## config.mk

```make
export PLATFORM = sky130hd
export DESIGN_NAME = rtsnoc_port_arbiter
export DESIGN_NICKNAME = d
export VERILOG_FILES = /design/src/rtl/rtsnoc_port_arbiter.sv
export SDC_FILE = /design/constraint.sdc
export NUM_CORES = 1
export LEC_CHECK = 0
export CAP_MARGIN = 20
export CORE_MARGIN = 3
export CORE_UTILIZATION = 51
export DETAILED_ROUTE_END_ITERATION = 12
export PLACE_DENSITY = 0.88
export SLEW_MARGIN = 20
export SYNTH_ARGS = -nofsm -noshare
export SYNTH_HDL_FRONTEND = slang
export SYNTH_SLANG_ARGS = --single-unit
```

## constraint.sdc

```tcl
create_clock -name clk_i -period 3.9 [get_ports clk_i]
set_clock_uncertainty 0.1 [all_clocks]
set_input_delay 0.78 -clock clk_i [delete_from_list [all_inputs] [get_ports clk_i]]
set_output_delay 0.78 -clock clk_i [all_outputs]
set_load 0.005 [all_outputs]
```

## src/rtl/rtsnoc_port_arbiter.sv

```systemverilog
// Shares one RTSNoC router local port between N_REQ bridges: round-robin TX
// from one-entry hold registers, RX steered by origin local address.
module rtsnoc_port_arbiter #(
  parameter int unsigned N_REQ             = 2,
  parameter int unsigned WB_NOC_DATA_WIDTH = 32,
  parameter int unsigned SOC_SIZE_X        = 1,
  parameter int unsigned SOC_SIZE_Y        = 1,
  parameter logic [3*N_REQ-1:0] ORIG_MAP   = {3'd2, 3'd1},
  localparam int unsigned BUS = WB_NOC_DATA_WIDTH + 2*SOC_SIZE_X + 2*SOC_SIZE_Y + 6
) (
  input  logic                 clk_i,
  input  logic                 rst_i,
  input  logic [N_REQ*BUS-1:0] req_din_i,
  input  logic [N_REQ-1:0]     req_wr_i,
  output logic [N_REQ-1:0]     req_wait_o,
  output logic [N_REQ*BUS-1:0] req_dout_o,
  output logic [N_REQ-1:0]     req_nd_o,
  input  logic [N_REQ-1:0]     req_rd_i,
  output logic [BUS-1:0]       noc_din_o,
  output logic                 noc_wr_o,
  input  logic                 noc_wait_i,
  input  logic [BUS-1:0]       noc_dout_i,
  input  logic                 noc_nd_i,
  output logic                 noc_rd_o,
  output logic                 drop_o
);

  localparam int unsigned PW     = (N_REQ > 2) ? 2 : 1;
  localparam int unsigned LO_LSB = WB_NOC_DATA_WIDTH + 3 + SOC_SIZE_X + SOC_SIZE_Y;

  localparam logic [1:0] S_IDLE  = 2'd0;
  localparam logic [1:0] S_SENT  = 2'd1;
  localparam logic [1:0] S_DRAIN = 2'd2;

  logic [BUS-1:0]   hold_d [N_REQ];
  logic [N_REQ-1:0] hold_v;
  logic [BUS-1:0]   rx_d [N_REQ];
  logic [N_REQ-1:0] rx_v;
  logic [1:0]       state;
  logic [PW-1:0]    ptr;

  logic [PW-1:0]    rr_idx [N_REQ];
  logic             gnt_any;
  logic [PW-1:0]    gnt_idx;
  logic [PW-1:0]    gnt_next;
  logic             tx_go;

  logic [2:0]       lo_orig;
  logic             rx_hit;
  logic [PW-1:0]    rx_k;
  logic             rx_free;

  // Candidates in round-robin order, starting at the pointer.
  always_comb begin
    for (int unsigned i = 0; i < N_REQ; i++)
      rr_idx[i] = PW'((32'(ptr) + i) % N_REQ);
  end

  always_comb begin
    gnt_any = 1'b0;
    gnt_idx = '0;
    for (int unsigned i = 0; i < N_REQ; i++) begin
      if (!gnt_any && hold_v[rr_idx[i]]) begin
        gnt_any = 1'b1;
        gnt_idx = rr_idx[i];
      end
    end
    gnt_next = (32'(gnt_idx) == N_REQ - 1) ? '0 : gnt_idx + 1'b1;
    tx_go    = (state == S_IDLE) && gnt_any && !noc_wait_i;
  end

  always_comb begin
    lo_orig = noc_dout_i[LO_LSB +: 3];
    rx_hit  = 1'b0;
    rx_k    = '0;
    for (int unsigned i = 0; i < N_REQ; i++) begin
      if (!rx_hit && ORIG_MAP[3*i +: 3] == lo_orig) begin
        rx_hit = 1'b1;
        rx_k   = PW'(i);
      end
    end
    // A same-cycle pop frees the buffer, so a new packet may land on that edge.
    rx_free = !rx_v[rx_k] || req_rd_i[rx_k];
  end

  always_ff @(posedge clk_i or negedge rst_i) begin
    if (!rst_i) begin
      hold_v <= '0;
      for (int unsigned k = 0; k < N_REQ; k++) hold_d[k] <= '0;
    end else begin
      for (int unsigned k = 0; k < N_REQ; k++) begin
        if (req_wr_i[k] && !hold_v[k]) begin
          hold_d[k] <= req_din_i[k*BUS +: BUS];
          hold_v[k] <= 1'b1;
        end else if (tx_go && gnt_idx == PW'(k)) begin
          hold_v[k] <= 1'b0;
        end
      end
    end
  end

  always_ff @(posedge clk_i or negedge rst_i) begin
    if (!rst_i) begin
      state     <= S_IDLE;
      ptr       <= '0;
      noc_wr_o  <= 1'b0;
      noc_din_o <= '0;
    end else begin
      noc_wr_o <= 1'b0;
      case (state)
        S_IDLE: if (tx_go) begin
          noc_din_o <= hold_d[gnt_idx];
          noc_wr_o  <= 1'b1;
          ptr       <= gnt_next;
          state     <= S_SENT;
        end
        S_SENT:  state <= S_DRAIN;
        S_DRAIN: if (!noc_wait_i) state <= S_IDLE;
        default: state <= S_IDLE;
      endcase
    end
  end

  // noc_rd_o doubles as the one-cycle ignore window for a stretched nd.
  always_ff @(posedge clk_i or negedge rst_i) begin
    if (!rst_i) begin
      rx_v     <= '0;
      noc_rd_o <= 1'b0;
      drop_o   <= 1'b0;
      for (int unsigned k = 0; k < N_REQ; k++) rx_d[k] <= '0;
    end else begin
      noc_rd_o <= 1'b0;
      drop_o   <= 1'b0;
      for (int unsigned k = 0; k < N_REQ; k++)
        if (req_rd_i[k]) rx_v[k] <= 1'b0;
      if (noc_nd_i && !noc_rd_o) begin
        if (!rx_hit) begin
          noc_rd_o <= 1'b1;
          drop_o   <= 1'b1;
        end else if (rx_free) begin
          noc_rd_o   <= 1'b1;
          rx_d[rx_k] <= noc_dout_i;
          rx_v[rx_k] <= 1'b1;
        end
      end
    end
  end

  always_comb begin
    req_wait_o = hold_v | req_wr_i;
    req_nd_o   = rx_v;
    req_dout_o = '0;
    for (int unsigned k = 0; k < N_REQ; k++)
      req_dout_o[k*BUS +: BUS] = rx_d[k];
  end

endmodule

```

Word-level counts from Yosys, hierarchy flattened:

Index checks and enable logic that the tools add are counted.

* register bits: 220
* output and inout port bits: 133
* bits of input ports: 134
* logic and storage cells: 101

* $lt $le $gt $ge: 7
* bitwise gates (word level): 5
* eq/ne operators: 6
* add/subtract/negate cells: 2
* mux-type cells: 43
* reductions and logical operators: 25

Operators with widths (count)
* $mux 42: 4
* $bwmux 84: 1
* $demux 42 s1: 1
* $mux 1: 30
* $logic_and 1x1->1: 11
* $mux 2: 5
* $logic_not 1->1: 7
* $lt 1x2->1 const B: 3
* $pmux 2 s3: 1
* $ge 2x2->1 const B: 2
* $ne 2x2->1 const B: 2
* $not 1->2: 2
* $or 2x2->2: 2
* $reduce_and 2->1: 2
* $reduce_bool 2->1: 2
* $eq 1x3->1 const A: 1
* $eq 2x3->1 const A: 1
* $reduce_and 3->1: 1
* $add 1x1->1 const B: 2
* $eq 2x1->1 const B: 1
* $eq 2x2->1 const B: 1
* $logic_not 2->1: 1
* $lt 2x1->1 const B: 1
* $demux 1 s1: 1
* other kinds (3): 3

Logic depth before layout (Yosys ltp):

Gate-level depths: netlist of run 1.

* depth after elaboration: 13
* depth in mapped cells: 6
* gate-level depth less buffers: 3

Worst setup path before layout of run 1:

Ideal clock, no wire load.

* path kind: in2out
* from: input port req_wr_i[1]
* to: output port req_wait_o[1]
* arrival time: 1.057 ns
* path slack: 1.963 ns
* path buffers: 0
* cell stages on the path: 1
* required time: 3.020 ns
* path through: or2_2

* cells in the longest elaborated chain, start to end: 1

Ends and longest elaborated chain
* from (decl): line 14 `input logic [N_REQ-1:0] req_wr_i,`
* $or 2x2->2: line 150 `req_wait_o = hold_v | req_wr_i;`
* to (decl): line 15 `output logic [N_REQ-1:0] req_wait_o,`

No other way between the ends.

Final worst setup path of run 1:

* from: register hold_v[1]
* to: output port req_wait_o[1]

* cells in the longest elaborated chain, start to end: 1

Ends and longest elaborated chain
* from (decl): line 36 `logic [N_REQ-1:0] hold_v;`
* from (signal assigned): line 88 `hold_v <= '0;`
* from (signal, indexed assignment): line 94 `hold_v[k] <= 1'b1;`
* from (signal, indexed assignment): line 96 `hold_v[k] <= 1'b0;`
* $or 2x2->2: line 150

No other way between the ends.

==> results of run 1 <==
## layer usage
layer	GRT usage (%)	vias to the layer above	part of all wire, %
met1	29.8	3072	38
met3	3.75	64	5.0
met2	42.3	225	54
met5	0	-	0
met4	9.04	0	3.6
li1	-	2655	-
## logic make-up (layout without fill, tap and decap cells)
kind of cell | after synthesis | after routing | synth area share [%]
simple gates | 116 | 116 | 6.50
compound gates | 48 | 48 | 5.82
buf+inv | 47 | 325 | 3.82
flops | 220 | 220 | 62.9
mux | 163 | 163 | 21.0
## synth_stat cells, drive strengths merged
master | instances | area [um^2]
nand2 | 48 | 180
a21oi | 2 | 10.0
and2 | 4 | 25.0
and3 | 1 | 6.26
mux2i | 1 | 10.0
nor2 | 3 | 11.3
a221o | 42 | 468
inv | 5 | 18.8
nor3 | 43 | 220
mux2 | 162 | 1820
nor3b | 1 | 18.8
a21o | 1 | 7.51
o21ai | 1 | 8.76
nand2b | 7 | 43.8
or3 | 1 | 6.26
clkbuf | 14 | 92.6
nand3 | 2 | 20.0
dfrtp | 220 | 5510
buf | 28 | 223
o22ai | 1 | 6.26
nor2b | 5 | 31.3
o31a | 1 | 8.76
or2 | 1 | 6.26
## stage by stage
stage	total power [mW]	worst slack (ns)	util (%)
after floorplan	5.20	1.96	-
after detailed placement	6.68	0.785	69.0
after global routing	9.67	0.662	74.5
final	9.22	0.777	74.5
after CTS	9.29	0.753	74.5
after global placement	6.49	0.852	69.0
## final cells by class
class                           instances  area, um^2
Multi-Input combinational cell        327        2940
Sequential cell                       220        5510
Fill cell                            1047        4270
Clock buffer                           29         681
Timing Repair Buffer                  276        2780
Clock inverter                         15         231
Tap cell                              220         275
Inverter                                5        18.8
## power groups by stage
stage / registers, mW / clock network, mW / logic (mW)
after global routing: 3.88 / 2.68 / 3.11
final: 3.78 / 2.55 / 2.88
after CTS: 3.78 / 2.59 / 2.92
after floorplan: 3.63 / 0 / 1.57
after global placement: 3.72 / 0 / 2.76
after detailed placement: 3.80 / 0 / 2.88
## sequential cells by signal, summed over array words and instances (netlist names), 2 cells and up
name and flops:
hold_d 84, noc_din_o 42, req_dout_o 84, state 2, req_nd_o 2, hold_v 2
## worst min-delay path by stage
stage / startpoint / to / slack (ns) / depth (start not counted)
2_1_floorplan: req_dout_o[37]$_DFFE_PN0P_ / req_dout_o[37]$_DFFE_PN0P_ / 0.36 / 1
3_3_place_gp: req_dout_o[37]$_DFFE_PN0P_ / req_dout_o[37]$_DFFE_PN0P_ / 0.35 / 1
3_5_place_dp: req_dout_o[37]$_DFFE_PN0P_ / req_dout_o[37]$_DFFE_PN0P_ / 0.37 / 1
4_1_cts: rst_i / req_dout_o[23]$_DFFE_PN0P_ / 0.24 / 1
5_1_grt: rst_i / req_dout_o[23]$_DFFE_PN0P_ / 0.28 / 1
6_report: rst_i / req_dout_o[7]$_DFFE_PN0P_ / 0.23 / 1
==> impl_metrics.yaml, run 1 <==
clocking:
  path_clk_slew_ns: 0.06
  hold_buffers: 0
  cts_resized: 0
  clock_latency_ns: 0.50
  numCtsBuffers: 24
  ctsHtreeMaxLevel: 1
  cts_setup_buffers: 0
  cts-root-buf: "clkbuf_16"
  clock_path_buffers: 3
  cts_sinks: 220
  cts_tree: "built"
routing:
  via_per_inst: 5.51
  drc: 0
  drt-initial-drc-count: 320
  drt_first_pass_iters: 4
  wl_per_cell_um: 21.3
  routed_wl_mm: 23.2
  ant_nets: 0
  via_count: 6016
pwr:
  p_sw_mw: 2.59
  ir_drop_v: 0.000478
  powerDensity_nw_per_um2: 741
  pwr-share-seq_pct: 41.0
  static-leakage-power_nw: 5.34
  power_frac_comb_pct: 31.3
  netSwitchingFraction_pct: 28.1
  power_report.internal_total_mw: 6.63
  pwr-share-clk_pct: 27.7
placement:
  gp_congestion: 0.788
  port_buffers: 266
  placed_area_um2: 11500
  dp_cells: 1048
  dp_hpwl_mm: 15.8
global_route:
  grt_usage_pct: 24.0
  grt_overflow_total: 0
  grt_antenna_before_repair: 0
  grt_pass1_vias: 6345
  grt_max_degree: 85
  grt_pass1_wl_mm: 35.2
layout:
  final_cell_mix: "clkdlybuf4s50_1 (265), dfrtp_1 (219), mux2_2 (162), nand2_1 (48), nor3_1 (42)"
  drive_gt1_share_pct: 30.5
  nets: 988
  areaGrowthSynthToFinish_pct: 42.1
  postLayoutCellArea_um2: 12400
  antennaDiodeCount: 0
  fin_cells: 1092
  final_common_cell: "clkdlybuf4s50_1"
setup_path:
  reg2reg_slack_ns: 1.55
  cp_slowest_stage_delay_ns: 0.98
  crit_path_end: "req_wait_o[1]"
  crit_family: "flip-flops"
  slowest_stage: "dfrtp_2"
  endpoint_kind: "primary output"
  r2r-start: "hold_v[1]$_DFFE_PN0P_"
  r2r_cells: 3
  critical_path.cell_chain: "or2_2 > clkdlybuf4s50_1"
  worst_setup_path_start_kind: "flop"
  worstPathRequired_ns: 3.02
  path_class: "reg -> out"
  cp_max_fo: 47
  cp.depth: 2
  rr_endpoint: "noc_din_o[35]$_DFFE_PN0P_"
  cp.arrival_ns: 2.24
  startpoint: "hold_v[1]$_DFFE_PN0P_"
  path_buf_inv: 1
die:
  io-pin-count: 267
  coreArea_um2: 16700
  die_x_um: 137
  placementRows: 47
  dieArea_um2: 18800
  die_y_um: 137
  start_util_pct: 52.4
timing:
  fin_crit_ns: 3.12
  maxSlewHeadroom_pct: 30.1
  finalSetupViolations: 0
  fin_crit_sh_pct: 80.1
  tns_ns: 0
  rsz0062_at_grt: "false"
  slew_violations: 0
  clock.fmax_ghz: 0.320
  holdWs_ns: 0.226
  final_hold_viol_count: 0
  worstMarginPinSlew_ns: 1.05
logic_synthesis:
  syn_area_um2: 8750
  synth_nets: 728
  ys_seq_elements: 220
  synth_seq_area_share_pct: 62.9
  yosys.cell_types.count: 28
  syn_inst: 594
  yosys_warnings: 0
  syn_area_per_cell_um2: 14.7
hold_path:
  hold_path_class: "in -> async"
run:
  drv_cap: 0
outcome:
  status: "complete, no violations"
No activity file was read; power rests on OpenSTA's default activity.
==> run 2: changes to the inputs <==
--- a/config.mk
+++ b/config.mk
@@ -7,9 +7,9 @@
 export LEC_CHECK = 0
 export CAP_MARGIN = 20
 export CORE_MARGIN = 3
-export CORE_UTILIZATION = 51
+export CORE_UTILIZATION = 42
 export DETAILED_ROUTE_END_ITERATION = 12
-export PLACE_DENSITY = 0.88
+export PLACE_DENSITY = 0.78
 export SLEW_MARGIN = 20
 export SYNTH_ARGS = -nofsm -noshare
 export SYNTH_HDL_FRONTEND = slang
==> constraint.sdc (replaced) <==
create_clock -name clk_i -period 2.8 [get_ports clk_i]
set_clock_uncertainty 0.1 [all_clocks]
set_input_delay 0.56 -clock clk_i [delete_from_list [all_inputs] [get_ports clk_i]]
set_output_delay 0.56 -clock clk_i [all_outputs]
set_load 0.005 [all_outputs]
==> run 2 against run 1 <==
Against the previous run: setup slack worse by 0.44 ns; non-clock buffer count is 8 higher; utilization is 13 points lower; via count is 3.2% lower; first-iteration DRC count is 41% lower; sequential power is 35% higher; sequential share of layout area is 0.41 points lower; combinational power is 44% higher; routed wire length is 4.6% lower; largest cell class unchanged; die area is 20% higher; cell count is 5.3% higher; clock power is 30% higher.
==> impl_metrics.yaml, run 2 (synthesized netlist as in run 1, its figures left out) <==
outcome:
  status: "complete, no violations"
placement:
  dp_hpwl_mm: 15.2
  port_buffers: 266
  placed_area_um2: 11700
  dpl_worst_slack_ns: 0.419
  gp_congestion: 0.761
  dp_cells: 1105
layout:
  postLayoutCellArea_um2: 12500
  fin_cells: 1150
  nets: 997
  final_common_cell: "clkdlybuf4s50_1"
  final_cell_mix: "clkdlybuf4s50_1 (265), dfrtp_1 (220), mux2_2 (162), nand2_1 (48), nor3_1 (42)"
  drive_gt1_share_pct: 30.1
  areaGrowthSynthToFinish_pct: 43.4
  antennaDiodeCount: 0
setup_path:
  slowest_stage: "dfrtp_1"
  worstPathRequired_ns: 2.14
  cp_slowest_stage_delay_ns: 0.49
  path_class: "reg -> out"
  endpoint_kind: "primary output"
  r2r_cells: 4
  worst_setup_path_start_kind: "flop"
  critical_path.cell_chain: "or2_2 > clkdlybuf4s50_1"
  reg2reg_slack_ns: 0.97
  rr_endpoint: "noc_din_o[5]$_DFFE_PN0P_"
  r2r-start: "hold_v[0]$_DFFE_PN0P_"
  cp_max_fo: 5
  cp.arrival_ns: 1.81
routing:
  wl_per_cell_um: 19.3
  via_per_inst: 5.06
  drt_first_pass_iters: 4
  ant_nets: 0
  drc: 0
  drt-initial-drc-count: 188
  via_count: 5823
  routed_wl_mm: 22.2
timing:
  rsz0062_at_grt: "false"
  maxSlewHeadroom_pct: 63.2
  fin_crit_ns: 2.47
  clock.fmax_ghz: 0.405
  finalSetupViolations: 0
  fin_crit_sh_pct: 88.1
  tns_ns: 0
  slew_violations: 0
  setup_ws_ns: 0.333
  worstMarginPinSlew_ns: 0.552
  final_hold_viol_count: 0
clocking:
  ctsHtreeMaxLevel: 1
  cts_resized: 0
  cts_tree: "built"
  hold_buffers: 1
  clock_path_buffers: 3
  cts-root-buf: "clkbuf_16"
  cts_sinks: 220
  numCtsBuffers: 25
  clock_latency_ns: 0.50
  cts_setup_buffers: 0
  path_clk_slew_ns: 0.06
global_route:
  grt_antenna_before_repair: 0
  grt_pass1_vias: 6044
  grt_overflow_total: 0
  grt_max_degree: 70
  grt_usage_pct: 19.2
  grt_pass1_wl_mm: 34.3
die:
  die_x_um: 150
  die_y_um: 150
  placementRows: 52
  dieArea_um2: 22600
  io-pin-count: 267
  start_util_pct: 43.0
  coreArea_um2: 20400
hold_path:
  holdPathStages: 1
  min_from: "req_dout_o[37]$_DFFE_PN0P_"
  whs_endpoint: "req_dout_o[37]$_DFFE_PN0P_"
  hold_path_class: "reg -> reg"
pwr:
  ir_drop_v: 0.000541
  static-leakage-power_nw: 5.36
  powerDensity_nw_per_um2: 1000
run:
  drv_cap: 0
## run 2: worst max-delay path by stage
stage / start / end / slack, ns / cells after the start
finish: hold_v[1]$_DFFE_PN0P_ / req_wait_o[1] / 0.33 / 2
global route: hold_v[1]$_DFFE_PN0P_ / req_wait_o[1] / 0.27 / 2
CTS: hold_v[1]$_DFFE_PN0P_ / req_wait_o[1] / 0.29 / 2
detailed placement: req_wr_i[1] / req_wait_o[1] / 0.42 / 3
global placement: req_wr_i[1] / req_wait_o[1] / 0.42 / 3
floorplan: noc_dout_i[39] / req_dout_o[73]$_DFFE_PN0P_ / 1.15 / 4
## run 2: cell type report
| cell class | instances | area, um^2 |
|---|---|---|
| Clock buffer | 35 | 693 |
| Clock inverter | 9 | 145 |
| Fill cell | 1565 | 7820 |
| Inverter | 5 | 18.8 |
| Multi-Input combinational cell | 327 | 2940 |
| Sequential cell | 220 | 5510 |
| Tap cell | 270 | 338 |
| Timing Repair Buffer | 284 | 2910 |
## run 2: report_power, final
| group | total [mW] | switching, mW | internal, mW | leakage, nW |
|---|---|---|---|---|
| clock network | 3.31 | 1.22 | 2.08 | 0.414 |
| registers | 5.11 | 0.678 | 4.43 | 2.67 |
| logic | 4.15 | 1.55 | 2.60 | 2.28 |
## run 2: worst max-delay path: cells and delay by family, from the launching register on
family                 cells  cell delay [ns]
AND/OR/NAND/NOR            1             0.36
buffers and inverters      1             0.46
flip-flops                 1             0.49
## run 2: layer usage
metal / part of all wire (%) / global-route usage, %
met1: 42 / 25.4
met2: 50 / 32.0
met3: 5.0 / 4.09
met4: 3.2 / 5.90
met5: 0 / 0
## run 2: metrics by stage
stage | utilization, % | total power [mW] | hold WS, ns
floorplan | - | 7.24 | 0.164
finish | 61.6 | 12.6 | 0.367
global route | 61.6 | 13.3 | 0.391
global placement | 57.5 | 9.22 | 0.349
detailed placement | 57.5 | 9.37 | 0.357
CTS | 61.6 | 12.7 | 0.373
